**config.mk**
```make
export PLATFORM = sky130hd
export DESIGN_NAME = bp_be_issue_queue_flat
export DESIGN_NICKNAME = d
export VERILOG_FILES = /design/src/rtl/bp_be_issue_queue_if.sv /design/src/rtl/bp_be_issue_queue.sv /design/src/flat_wrapper.sv
export SDC_FILE = /design/constraint.sdc
export NUM_CORES = 1
export LEC_CHECK = 0
export CORE_ASPECT_RATIO = 0.9
export CORE_UTILIZATION = 49
export CTS_CLUSTER_SIZE = 16
export DETAILED_ROUTE_END_ITERATION = 16
export GPL_ROUTABILITY_DRIVEN = 0
export PLACE_DENSITY = 0.76
export SLEW_MARGIN = 20
export SYNTH_ARGS = -nofsm -noshare
export SYNTH_HDL_FRONTEND = slang
export SYNTH_SLANG_ARGS = --single-unit
```
**constraint.sdc**
```tcl
create_clock -name clk_i -period 4.8 [get_ports clk_i]
set_input_delay 1.44 -clock clk_i [delete_from_list [all_inputs] [get_ports clk_i]]
set_output_delay 1.44 -clock clk_i [all_outputs]
set_load 0.05 [all_outputs]
```
**src/rtl/bp_be_issue_queue_if.sv**
```systemverilog
// Bundle of the FE-side and dispatch-side signals of the BE issue queue.
// The queue itself connects through the slave modport, and its driver
// connects through the master modport.
interface bp_be_issue_queue_if #(
   parameter int unsigned vaddr_width_p = 39,
   parameter int unsigned depth_p       = 4,
   parameter int unsigned ecode_width_p = 4
);
   localparam int unsigned cnt_width_lp = $clog2(depth_p + 1);

   // FE side
   logic                      fe_v_i;
   logic                      fe_exc_v_i;
   logic [ecode_width_p-1:0]  fe_exc_code_i;
   logic [vaddr_width_p-1:0]  fe_pc_i;
   logic [31:0]               fe_instr_i;
   logic                      fe_yumi_o;

   // Dispatch side
   logic                      dispatch_v_i;
   logic [vaddr_width_p-1:0]  expected_npc_i;
   logic                      poison_i;
   logic                      flush_i;
   logic                      isd_v_o;
   logic                      isd_poison_o;
   logic [vaddr_width_p-1:0]  isd_pc_o;
   logic [31:0]               isd_instr_o;
   logic                      isd_exc_v_o;
   logic [ecode_width_p-1:0]  isd_exc_code_o;
   logic                      isd_mem_v_o;
   logic                      isd_fence_v_o;
   logic                      isd_irs1_v_o;
   logic                      isd_irs2_v_o;
   logic [63:0]               isd_imm_o;
   logic [cnt_width_lp-1:0]   count_o;

   modport master (
      output fe_v_i, fe_exc_v_i, fe_exc_code_i, fe_pc_i, fe_instr_i,
      output dispatch_v_i, expected_npc_i, poison_i, flush_i,
      input  fe_yumi_o, isd_v_o, isd_poison_o, isd_pc_o, isd_instr_o,
      input  isd_exc_v_o, isd_exc_code_o, isd_mem_v_o, isd_fence_v_o,
      input  isd_irs1_v_o, isd_irs2_v_o, isd_imm_o, count_o
   );

   modport slave (
      input  fe_v_i, fe_exc_v_i, fe_exc_code_i, fe_pc_i, fe_instr_i,
      input  dispatch_v_i, expected_npc_i, poison_i, flush_i,
      output fe_yumi_o, isd_v_o, isd_poison_o, isd_pc_o, isd_instr_o,
      output isd_exc_v_o, isd_exc_code_o, isd_mem_v_o, isd_fence_v_o,
      output isd_irs1_v_o, isd_irs2_v_o, isd_imm_o, count_o
   );
endinterface

```
**src/rtl/bp_be_issue_queue.sv**
```systemverilog
// BE issue queue: circular buffer of predecoded FE messages. Predecode is
// done at enqueue; the head is presented for dispatch and marked poisoned on
// a redirect (sticky until flush) or an expected-PC mismatch.
module bp_be_issue_queue #(
   parameter int unsigned vaddr_width_p = 39,
   parameter int unsigned depth_p       = 4,
   parameter int unsigned ecode_width_p = 4
) (
   input  logic                  clk_i,
   input  logic                  reset_n_i,
   bp_be_issue_queue_if.slave    bus_io
);
   localparam int unsigned ptr_width_lp = $clog2(depth_p);
   localparam int unsigned cnt_width_lp = $clog2(depth_p + 1);

   // Entry storage (no reset needed: validity is tracked by the pointers)
   logic [vaddr_width_p-1:0]  r_pc       [depth_p];
   logic [31:0]               r_instr    [depth_p];
   logic                      r_exc_v    [depth_p];
   logic [ecode_width_p-1:0]  r_exc_code [depth_p];
   logic                      r_mem_v    [depth_p];
   logic                      r_fence_v  [depth_p];
   logic                      r_irs1_v   [depth_p];
   logic                      r_irs2_v   [depth_p];
   logic [63:0]               r_imm      [depth_p];

   logic [ptr_width_lp-1:0]   r_rd_ptr;
   logic [ptr_width_lp-1:0]   r_wr_ptr;
   logic [cnt_width_lp-1:0]   r_count;
   logic                      r_poison;

   logic                      w_full;
   logic                      w_empty;
   logic                      w_head_v;
   logic                      w_enq;
   logic                      w_deq;
   logic                      w_npc_mismatch;

   logic [31:0]               w_instr;
   logic [6:0]                w_opcode;
   logic                      w_sfence;
   logic                      w_pd_mem_v;
   logic                      w_pd_fence_v;
   logic                      w_pd_irs1_v;
   logic                      w_pd_irs2_v;
   logic [63:0]               w_pd_imm;

   assign w_full   = (r_count == cnt_width_lp'(depth_p));
   assign w_empty  = (r_count == '0);
   // Head is only meaningful out of reset; keeps every output at 0 during reset
   assign w_head_v = reset_n_i & ~w_empty;
   assign w_deq    = w_head_v & bus_io.dispatch_v_i & ~bus_io.flush_i;
   // A full queue may still accept when the head leaves in the same cycle
   assign w_enq    = reset_n_i & bus_io.fe_v_i & ~bus_io.flush_i & (~w_full | w_deq);

   assign w_instr  = bus_io.fe_instr_i;
   assign w_opcode = w_instr[6:0];
   assign w_sfence = (w_instr[31:25] == 7'b0001001) && (w_instr[14:12] == 3'b000)
                     && (w_instr[11:7] == 5'd0);

   // Predecode of the incoming message; exceptions carry no predecode
   always_comb begin
      w_pd_mem_v   = 1'b0;
      w_pd_fence_v = 1'b0;
      w_pd_irs1_v  = 1'b0;
      w_pd_irs2_v  = 1'b0;
      w_pd_imm     = '0;
      if (!bus_io.fe_exc_v_i) begin
         case (w_opcode)
            7'b0110111, 7'b0010111: begin
               w_pd_imm = {{32{w_instr[31]}}, w_instr[31:12], 12'b0};
            end
            7'b1101111: begin
               w_pd_imm = {{44{w_instr[31]}}, w_instr[19:12], w_instr[20],
                           w_instr[30:21], 1'b0};
            end
            7'b1100011: begin
               w_pd_irs1_v = 1'b1;
               w_pd_irs2_v = 1'b1;
               w_pd_imm    = {{52{w_instr[31]}}, w_instr[7], w_instr[30:25],
                              w_instr[11:8], 1'b0};
            end
            7'b0100011: begin
               w_pd_mem_v  = 1'b1;
               w_pd_irs1_v = 1'b1;
               w_pd_irs2_v = 1'b1;
               w_pd_imm    = {{52{w_instr[31]}}, w_instr[31:25], w_instr[11:7]};
            end
            7'b0000011: begin
               w_pd_mem_v  = 1'b1;
               w_pd_irs1_v = 1'b1;
               w_pd_imm    = {{52{w_instr[31]}}, w_instr[31:20]};
            end
            7'b1100111, 7'b0010011, 7'b0011011: begin
               w_pd_irs1_v = 1'b1;
               w_pd_imm    = {{52{w_instr[31]}}, w_instr[31:20]};
            end
            7'b1110011: begin
               w_pd_irs1_v  = 1'b1;
               w_pd_fence_v = w_sfence;
               w_pd_imm     = {59'd0, w_instr[19:15]};
            end
            7'b0110011, 7'b0111011: begin
               w_pd_irs1_v = 1'b1;
               w_pd_irs2_v = 1'b1;
            end
            7'b0101111: begin
               w_pd_mem_v  = 1'b1;
               w_pd_irs1_v = 1'b1;
               w_pd_irs2_v = 1'b1;
            end
            7'b0001111: begin
               w_pd_fence_v = 1'b1;
            end
            default: ;
         endcase
      end
   end

   // Write the predecoded message into the tail slot
   always_ff @(posedge clk_i) begin
      if (w_enq) begin
         r_pc[r_wr_ptr]       <= bus_io.fe_pc_i;
         r_instr[r_wr_ptr]    <= w_instr;
         r_exc_v[r_wr_ptr]    <= bus_io.fe_exc_v_i;
         r_exc_code[r_wr_ptr] <= bus_io.fe_exc_code_i;
         r_mem_v[r_wr_ptr]    <= w_pd_mem_v;
         r_fence_v[r_wr_ptr]  <= w_pd_fence_v;
         r_irs1_v[r_wr_ptr]   <= w_pd_irs1_v;
         r_irs2_v[r_wr_ptr]   <= w_pd_irs2_v;
         r_imm[r_wr_ptr]      <= w_pd_imm;
      end
   end

   // Pointers, occupancy and sticky poison; flush empties everything
   always_ff @(posedge clk_i) begin
      if (!reset_n_i || bus_io.flush_i) begin
         r_rd_ptr <= '0;
         r_wr_ptr <= '0;
         r_count  <= '0;
         r_poison <= 1'b0;
      end else begin
         if (w_enq) r_wr_ptr <= r_wr_ptr + ptr_width_lp'(1);
         if (w_deq) r_rd_ptr <= r_rd_ptr + ptr_width_lp'(1);
         r_count  <= r_count + cnt_width_lp'(w_enq) - cnt_width_lp'(w_deq);
         r_poison <= r_poison | bus_io.poison_i;
      end
   end

   assign w_npc_mismatch = w_head_v & (r_pc[r_rd_ptr] != bus_io.expected_npc_i);

   assign bus_io.fe_yumi_o      = w_enq;
   assign bus_io.isd_v_o        = w_deq;
   assign bus_io.isd_poison_o   = w_deq & (r_poison | bus_io.poison_i | w_npc_mismatch);
   assign bus_io.isd_pc_o       = w_head_v ? r_pc[r_rd_ptr]       : '0;
   assign bus_io.isd_instr_o    = w_head_v ? r_instr[r_rd_ptr]    : '0;
   assign bus_io.isd_exc_v_o    = w_head_v & r_exc_v[r_rd_ptr];
   assign bus_io.isd_exc_code_o = w_head_v ? r_exc_code[r_rd_ptr] : '0;
   assign bus_io.isd_mem_v_o    = w_head_v & r_mem_v[r_rd_ptr];
   assign bus_io.isd_fence_v_o  = w_head_v & r_fence_v[r_rd_ptr];
   assign bus_io.isd_irs1_v_o   = w_head_v & r_irs1_v[r_rd_ptr];
   assign bus_io.isd_irs2_v_o   = w_head_v & r_irs2_v[r_rd_ptr];
   assign bus_io.isd_imm_o      = w_head_v ? r_imm[r_rd_ptr]      : '0;
   assign bus_io.count_o        = reset_n_i ? r_count : '0;
endmodule

```
**src/flat_wrapper.sv**
```systemverilog
// flat-port wrapper written by rule: the top's interface ports become plain ports
module bp_be_issue_queue_flat 
#(
   parameter int unsigned vaddr_width_p = 39,
   parameter int unsigned depth_p       = 4,
   parameter int unsigned ecode_width_p = 4
)
  (clk_i, reset_n_i, bus_io_fe_v_i, bus_io_fe_exc_v_i, bus_io_fe_exc_code_i, bus_io_fe_pc_i, bus_io_fe_instr_i, bus_io_dispatch_v_i, bus_io_expected_npc_i, bus_io_poison_i, bus_io_flush_i, bus_io_fe_yumi_o, bus_io_isd_v_o, bus_io_isd_poison_o, bus_io_isd_pc_o, bus_io_isd_instr_o, bus_io_isd_exc_v_o, bus_io_isd_exc_code_o, bus_io_isd_mem_v_o, bus_io_isd_fence_v_o, bus_io_isd_irs1_v_o, bus_io_isd_irs2_v_o, bus_io_isd_imm_o, bus_io_count_o);
  bp_be_issue_queue_if #(.vaddr_width_p(vaddr_width_p), .depth_p(depth_p), .ecode_width_p(ecode_width_p)) bus_io_i ();
  input  logic clk_i;
  input  logic reset_n_i;
  input wire logic [$bits(bus_io_i.fe_v_i)-1:0] bus_io_fe_v_i;
  input wire logic [$bits(bus_io_i.fe_exc_v_i)-1:0] bus_io_fe_exc_v_i;
  input wire logic [$bits(bus_io_i.fe_exc_code_i)-1:0] bus_io_fe_exc_code_i;
  input wire logic [$bits(bus_io_i.fe_pc_i)-1:0] bus_io_fe_pc_i;
  input wire logic [$bits(bus_io_i.fe_instr_i)-1:0] bus_io_fe_instr_i;
  input wire logic [$bits(bus_io_i.dispatch_v_i)-1:0] bus_io_dispatch_v_i;
  input wire logic [$bits(bus_io_i.expected_npc_i)-1:0] bus_io_expected_npc_i;
  input wire logic [$bits(bus_io_i.poison_i)-1:0] bus_io_poison_i;
  input wire logic [$bits(bus_io_i.flush_i)-1:0] bus_io_flush_i;
  output wire logic [$bits(bus_io_i.fe_yumi_o)-1:0] bus_io_fe_yumi_o;
  output wire logic [$bits(bus_io_i.isd_v_o)-1:0] bus_io_isd_v_o;
  output wire logic [$bits(bus_io_i.isd_poison_o)-1:0] bus_io_isd_poison_o;
  output wire logic [$bits(bus_io_i.isd_pc_o)-1:0] bus_io_isd_pc_o;
  output wire logic [$bits(bus_io_i.isd_instr_o)-1:0] bus_io_isd_instr_o;
  output wire logic [$bits(bus_io_i.isd_exc_v_o)-1:0] bus_io_isd_exc_v_o;
  output wire logic [$bits(bus_io_i.isd_exc_code_o)-1:0] bus_io_isd_exc_code_o;
  output wire logic [$bits(bus_io_i.isd_mem_v_o)-1:0] bus_io_isd_mem_v_o;
  output wire logic [$bits(bus_io_i.isd_fence_v_o)-1:0] bus_io_isd_fence_v_o;
  output wire logic [$bits(bus_io_i.isd_irs1_v_o)-1:0] bus_io_isd_irs1_v_o;
  output wire logic [$bits(bus_io_i.isd_irs2_v_o)-1:0] bus_io_isd_irs2_v_o;
  output wire logic [$bits(bus_io_i.isd_imm_o)-1:0] bus_io_isd_imm_o;
  output wire logic [$bits(bus_io_i.count_o)-1:0] bus_io_count_o;
  assign bus_io_i.fe_v_i = bus_io_fe_v_i;
  assign bus_io_i.fe_exc_v_i = bus_io_fe_exc_v_i;
  assign bus_io_i.fe_exc_code_i = bus_io_fe_exc_code_i;
  assign bus_io_i.fe_pc_i = bus_io_fe_pc_i;
  assign bus_io_i.fe_instr_i = bus_io_fe_instr_i;
  assign bus_io_i.dispatch_v_i = bus_io_dispatch_v_i;
  assign bus_io_i.expected_npc_i = bus_io_expected_npc_i;
  assign bus_io_i.poison_i = bus_io_poison_i;
  assign bus_io_i.flush_i = bus_io_flush_i;
  assign bus_io_fe_yumi_o = bus_io_i.fe_yumi_o;
  assign bus_io_isd_v_o = bus_io_i.isd_v_o;
  assign bus_io_isd_poison_o = bus_io_i.isd_poison_o;
  assign bus_io_isd_pc_o = bus_io_i.isd_pc_o;
  assign bus_io_isd_instr_o = bus_io_i.isd_instr_o;
  assign bus_io_isd_exc_v_o = bus_io_i.isd_exc_v_o;
  assign bus_io_isd_exc_code_o = bus_io_i.isd_exc_code_o;
  assign bus_io_isd_mem_v_o = bus_io_i.isd_mem_v_o;
  assign bus_io_isd_fence_v_o = bus_io_i.isd_fence_v_o;
  assign bus_io_isd_irs1_v_o = bus_io_i.isd_irs1_v_o;
  assign bus_io_isd_irs2_v_o = bus_io_i.isd_irs2_v_o;
  assign bus_io_isd_imm_o = bus_io_i.isd_imm_o;
  assign bus_io_count_o = bus_io_i.count_o;
  bp_be_issue_queue #(.vaddr_width_p(vaddr_width_p), .depth_p(depth_p), .ecode_width_p(ecode_width_p)) u_core (.clk_i(clk_i), .reset_n_i(reset_n_i), .bus_io(bus_io_i));
endmodule
```
* Word level (Yosys, flattened, before mapping) *
Memories as Yosys holds them, arrays and structs flattened. A register that Yosys moved wholly into a read port is not among the register bits.
Index checks and enable logic that the tools add are counted.

word-level totals
  logic and storage cells = 100
  RAM bits = 576
  bits in registers = 8
  output and inout port bits = 150
  memories kept = 9
  bits of input ports = 121

memories
  name               words  width  rd ports  clocked after Yosys merged registers in  wr ports  RTL line                 RTL
  u_core.r_imm       4      64     1         1                                        1         bp_be_issue_queue.sv:25  logic [63:0] r_imm [depth_p];
  u_core.r_pc        4      39     1         1                                        1         bp_be_issue_queue.sv:17  logic [vaddr_width_p-1:0] r_pc [depth_p];
  u_core.r_instr     4      32     1         1                                        1         bp_be_issue_queue.sv:18  logic [31:0] r_instr [depth_p];
  u_core.r_exc_code  4      4      1         1                                        1         bp_be_issue_queue.sv:20  logic [ecode_width_p-1:0] r_exc_code [depth_p];
  u_core.r_exc_v     4      1      1         1                                        1         bp_be_issue_queue.sv:19  logic r_exc_v [depth_p];
  u_core.r_fence_v   4      1      1         1                                        1         bp_be_issue_queue.sv:22  logic r_fence_v [depth_p];
  3 more memories    n/a    n/a    n/a       n/a                                      n/a       n/a

cells by class
  add/sub/neg operators = 4
  multiplexer cells = 35
  reduce and logical (&&, ||, !) cells = 12
  bitwise logic cells = 19
  equality and inequality tests = 17

operators by type and width
  kind                                            count
  one-hot mux 64 bit (6 select lines)             1
  2-to-1 mux 64 bit                               2
  2-to-1 mux 39 bit                               1
  inequality test 39 bit                          1
  2-to-1 mux 2 bit                                18
  == test 7 x 6 -> 1 bit (second input constant)  5
  2-to-1 mux 32 bit                               1
  == test 7 bit (second input constant)           4
  == test 7 x 5 -> 1 bit (second input constant)  3
  == test 7 x 4 -> 1 bit (second input constant)  2
  bitwise AND 1 bit                               13
  OR reduction 10 bit                             1
  2-to-1 mux 1 bit                                9
  == test 7 x 2 -> 1 bit (second input constant)  1
  zero test 3 bit                                 2
  zero test 5 bit                                 1
  OR reduction 5 bit                              1
  adder 2 x 1 -> 2 bit (second input constant)    2
  2-to-1 mux 4 bit                                1
  OR reduction 4 bit                              1
  adder 3 x 1 -> 3 bit                            1
  == test 3 bit (second input constant)           1
  2-to-1 mux 3 bit                                1
  inverter 1 bit                                  3
  other kinds (8)                                 11

* Longest topological paths before layout *
Gate-level depths: netlist (run 1).

  depth in word-level cells = 9
  gate-level depth with buffers = 12

* Worst setup path after synthesis (run 1) *
Ideal clock, no wire load.

  path type = input -> output
  start = in reset_n_i
  end = out bus_io_isd_imm_o[32]
  stages = 6
  slack = -1296 ps
  data arrival time = 4656 ps
  required time = 3360 ps
  buffers on the path = 3
  cell sequence = and2_1 -> nor3_1 -> clkbuf_1 -> clkbuf_1 -> nor2b_1 -> buf_4

between the ends
  longest elaborated chain between the ends = 2

RTL lines
  element            RTL line                  RTL
  start, declared    flat_wrapper.sv:11        input logic reset_n_i;
  bitwise AND 1 bit  bp_be_issue_queue.sv:51   assign w_head_v = reset_n_i & ~w_empty;
  2-to-1 mux 64 bit  bp_be_issue_queue.sv:163  assign bus_io.isd_imm_o = w_head_v ? r_imm[r_rd_ptr] : '0;
  end, declared      flat_wrapper.sv:32        output wire logic [$bits(bus_io_i.isd_imm_o)-1:0] bus_io_isd_imm_o;

Every way passes these cells.

* Worst setup path after layout (run 1) *
  start = in bus_io_expected_npc_i[1]
  end = out bus_io_isd_poison_o

between the ends
  longest elaborated chain between the ends = 4

RTL lines
  element                 RTL line                  RTL
  start, declared         flat_wrapper.sv:18        input wire logic [$bits(bus_io_i.expected_npc_i)-1:0] bus_io_expected_npc_i;
  inequality test 39 bit  bp_be_issue_queue.sv:150  assign w_npc_mismatch = w_head_v & (r_pc[r_rd_ptr] != bus_io.expected_npc_i);
  bitwise AND 1 bit       bp_be_issue_queue.sv:150
  bitwise OR 1 bit        bp_be_issue_queue.sv:154  assign bus_io.isd_poison_o = w_deq & (r_poison | bus_io.poison_i | w_npc_mismatch);
  bitwise AND 1 bit       bp_be_issue_queue.sv:154
  end, declared           flat_wrapper.sv:23        output wire logic [$bits(bus_io_i.isd_poison_o)-1:0] bus_io_isd_poison_o;

Every way passes these cells.

==> results.json, run 1 <==
{
  "outcome": "complete, no violations",
  "die_w_um": 208,
  "first_global_vias": 10100,
  "final.setup.worst_slack_ns": 0.128,
  "ys_types": 47,
  "cts_root_buf": "clkbuf_16",
  "netlist_instances": 977,
  "crit_path_max_fanout": 1,
  "grt_usage": 0.209,
  "required_ns": 3.36,
  "synth_edf_count": 448,
  "rr_startpoint": "u_core.r_count[1]$_SDFF_PP0_",
  "die-height_um": 188,
  "cts.clk_slew.worst_paths_ns": 0.06,
  "dieArea_um2": 39000,
  "power_frac_clock": 0.412,
  "period_share": 0.973,
  "synth_fp_nets": 1105,
  "whs_path_depth": 2,
  "grt_pass1_wl_mm": 61.5,
  "drive_gt1_frac": 0.294,
  "fmax_mhz": 214,
  "clkLatencyLatePin_ns": 0.54,
  "syn_area_um2": 18700,
  "cap_violations": 0,
  "skew_ns": 0.0174,
  "vias": 9937,
  "rrSetupSlack_ns": 2.44,
  "synth-xor-area-share": 0.0206,
  "min_path_type": "flop to flop",
  "fin_cells": 1778,
  "peakVddDrop_mv": 0.289,
  "cts_buffers": 45,
  "antenna_found_initial": 0,
  "p_sw_frac": 0.202,
  "synth_seq_area_share": 0.728,
  "worstMarginPinSlew_ns": 0.909,
  "post-place-ws_ns": 0.114,
  "critical_path_class": "input port to primary output",
  "antenna_left": 0,
  "synthFlopType": "edfxtp_1",
  "reg2reg_depth": 10,
  "seqPwrFrac": 0.537,
  "drc": 0,
  "dr.pass1.iters": 7,
  "wl_per_cell_um": 22.9,
  "critical_path_arrival_ns": 3.23,
  "port_buffers": 270,
  "start_util": 0.500,
  "pwr_density_cell_nw_per_um2": 350,
  "hold_slack_ns": 0.482,
  "rsz0062_at_grt": "false",
  "worstSetupEndpointType": "primary output",
  "syn_area_per_cell_um2": 19.2,
  "p_int_mw": 6.57,
  "synthTopCellsByCount": "448 x edfxtp_1, 114 x nor2b_1, 112 x mux4_2, 34 x buf_4",
  "grt_max_degree": 72,
  "post_synth_mux_area_share": 0.135,
  "synthArstFlopShare": 0,
  "synth_simple_gate_area_frac": 0.0670,
  "final-max-slew-violation-count": 0,
  "hold_viol": 0,
  "synth_most_common_cell": "edfxtp_1",
  "hpwl_mm": 26.2,
  "finalSetupViolations": 0,
  "clock_path_buffers": 3,
  "coreArea_um2": 37500,
  "hold_end": "u_core.r_poison$_SDFF_PP0_",
  "numClockSinks": 458,
  "total_leakage_power_nw": 7.54,
  "core.rowCount": 67,
  "grt_remaining_overflow": 0,
  "hold_start": "u_core.r_poison$_SDFF_PP0_",
  "yosysWarnings": 0,
  "cts_hold_buf": 0,
  "power.switching_mw": 1.67,
  "period_minus_slack_ns": 4.67,
  "synth_top_family_by_area": "multiplexers",
  "synthAdderAreaFrac": 0.00507,
  "final_nets": 1387,
  "timing.slew.headroom": 0.388,
  "synth_area_leader_cell": "edfxtp_1",
  "start_kind": "input port",
  "comb_power_share": 0.051,
  "synth_compound_area_frac": 0.0174,
  "ys_seq_elements": 458,
  "drt_iter0_markers": 797,
  "area_growth_syn_to_layout_pct": 25.7,
  "io_pins": 271,
  "cts_tree": "done",
  "timing.setup.tns_ns": 0,
  "netlist.area_leader.share": 0.718,
  "finalWirelength_mm": 40.6,
  "via_per_inst": 5.59,
  "antenna-diode-count": 0,
  "ys_top_cells_by_area": "edfxtp_1 72%, mux4_2 13%, nor2b_1 3.8%",
  "rr_endpoint": "u_core.r_count[2]$_SDFF_PP0_",
  "dpl.cell_count": 1687,
  "h-tree-depth": 2
}
-- cell type report --
class	count	area (um^2)
repair buffers	313	3230
fillers	2573	13900
multi-input cells	434	4620
inverters	7	26.3
clock buffers	49	1160
flip-flops and latches	458	13700
well taps	483	604
clock inverters	34	267
-- through the flow --
step | instance area (um^2) | utilization | power (mW)
6_report | 23600 | 0.629 | 8.24
5_1_grt | 23600 | 0.629 | 8.48
4_1_cts | 23500 | 0.627 | 8.30
3_5_place_dp | 22100 | 0.589 | 4.93
3_3_place_gp | 22100 | 0.589 | 4.92
2_1_floorplan | 18800 | - | 4.70
-- metal layers --
metal,track usage,routed length (um),up-vias
met2,0.335,20000,389
met1,0.296,17000,5088
li1,-,-,4396
met4,0.0650,990,0
met3,0.0360,2700,64
met5,0,0,-
-- power groups by stage --
stage / sequential (mW) / combinational, mW / clock [mW]
CTS: 4.43 / 0.421 / 3.45
detailed placement: 4.51 / 0.418 / 0
floorplan: 4.51 / 0.190 / 0
finish: 4.43 / 0.419 / 3.39
global route: 4.43 / 0.444 / 3.61
global placement: 4.51 / 0.410 / 0
-- critical path: stages --
cell,delay (ns)
clkdlybuf4s50_1,0.42
xor2_1,0.23
nor4_1,0.34
nand4_1,0.29
o31a_1,0.32
buf_4,0.19
-- kinds of logic (layout without fill, tap and decap cells) --
kind of cell,Yosys count,after routing
AO/OA/AOI/OAI,52,52
XOR/XNOR,44,44
adder cells (fa/ha/maj),7,7
buffers and inverters,85,403
flip-flops,458,458
multiplexers,113,113
AND/OR/NAND/NOR,218,218
-- flip-flops by register name, indices dropped and copies added (netlist names), named ones only --
register / count
u_core.r_imm: 128
u_core.r_wr_ptr: 2
u_core.r_poison: 1
u_core.r_exc_v: 4
u_core.r_exc_code: 16
u_core.r_rd_ptr: 2
u_core.r_fence_v: 4
u_core.r_mem_v: 4
u_core.r_pc: 156
u_core.r_instr: 128
u_core.r_irs1_v: 4
u_core.r_count: 3
u_core.r_irs2_v: 4
-- worst max path at each step --
stage / start / to
after global routing: bus_io_expected_npc_i[1] / bus_io_isd_poison_o
after global placement: bus_io_expected_npc_i[35] / bus_io_isd_poison_o
after detailed placement: bus_io_expected_npc_i[10] / bus_io_isd_poison_o
after CTS: flop / bus_io_isd_poison_o
final: bus_io_expected_npc_i[1] / bus_io_isd_poison_o
after floorplan: reset_n_i / bus_io_isd_imm_o[32]
-- layout by cell type, fill, tap and decap left out, types with 18 or more instances in the layout --
cell / n
xor2_1: 26
clkdlybuf4s50_1: 123
mux4_2: 112
xnor2_1: 18
nor2b_1: 113
clkbuf_16: 46
edfxtp_1: 448
a21oi_1: 25
nand2_1: 19
buf_4: 143
nor2_1: 26
buf_12: 45
-- what timing repair did --
item | CTS | global route
cloned | 0 | 0
buffers inserted | 0 | 8
setup endpoints to repair | 5 | 1
gates resized for setup | 1 | 1
(Power assumes the default switching activity.)
==> inputs of run 2 (changes only) <==
--- a/config.mk
+++ b/config.mk
@@ -10,6 +10,7 @@
 export CTS_CLUSTER_SIZE = 16
 export DETAILED_ROUTE_END_ITERATION = 16
 export GPL_ROUTABILITY_DRIVEN = 0
+export HOLD_SLACK_MARGIN = 0.12
 export PLACE_DENSITY = 0.76
 export SLEW_MARGIN = 20
 export SYNTH_ARGS = -nofsm -noshare
==> results of run 2 <==
No change in the layout: final DEF, timing and power equal those of run 1.
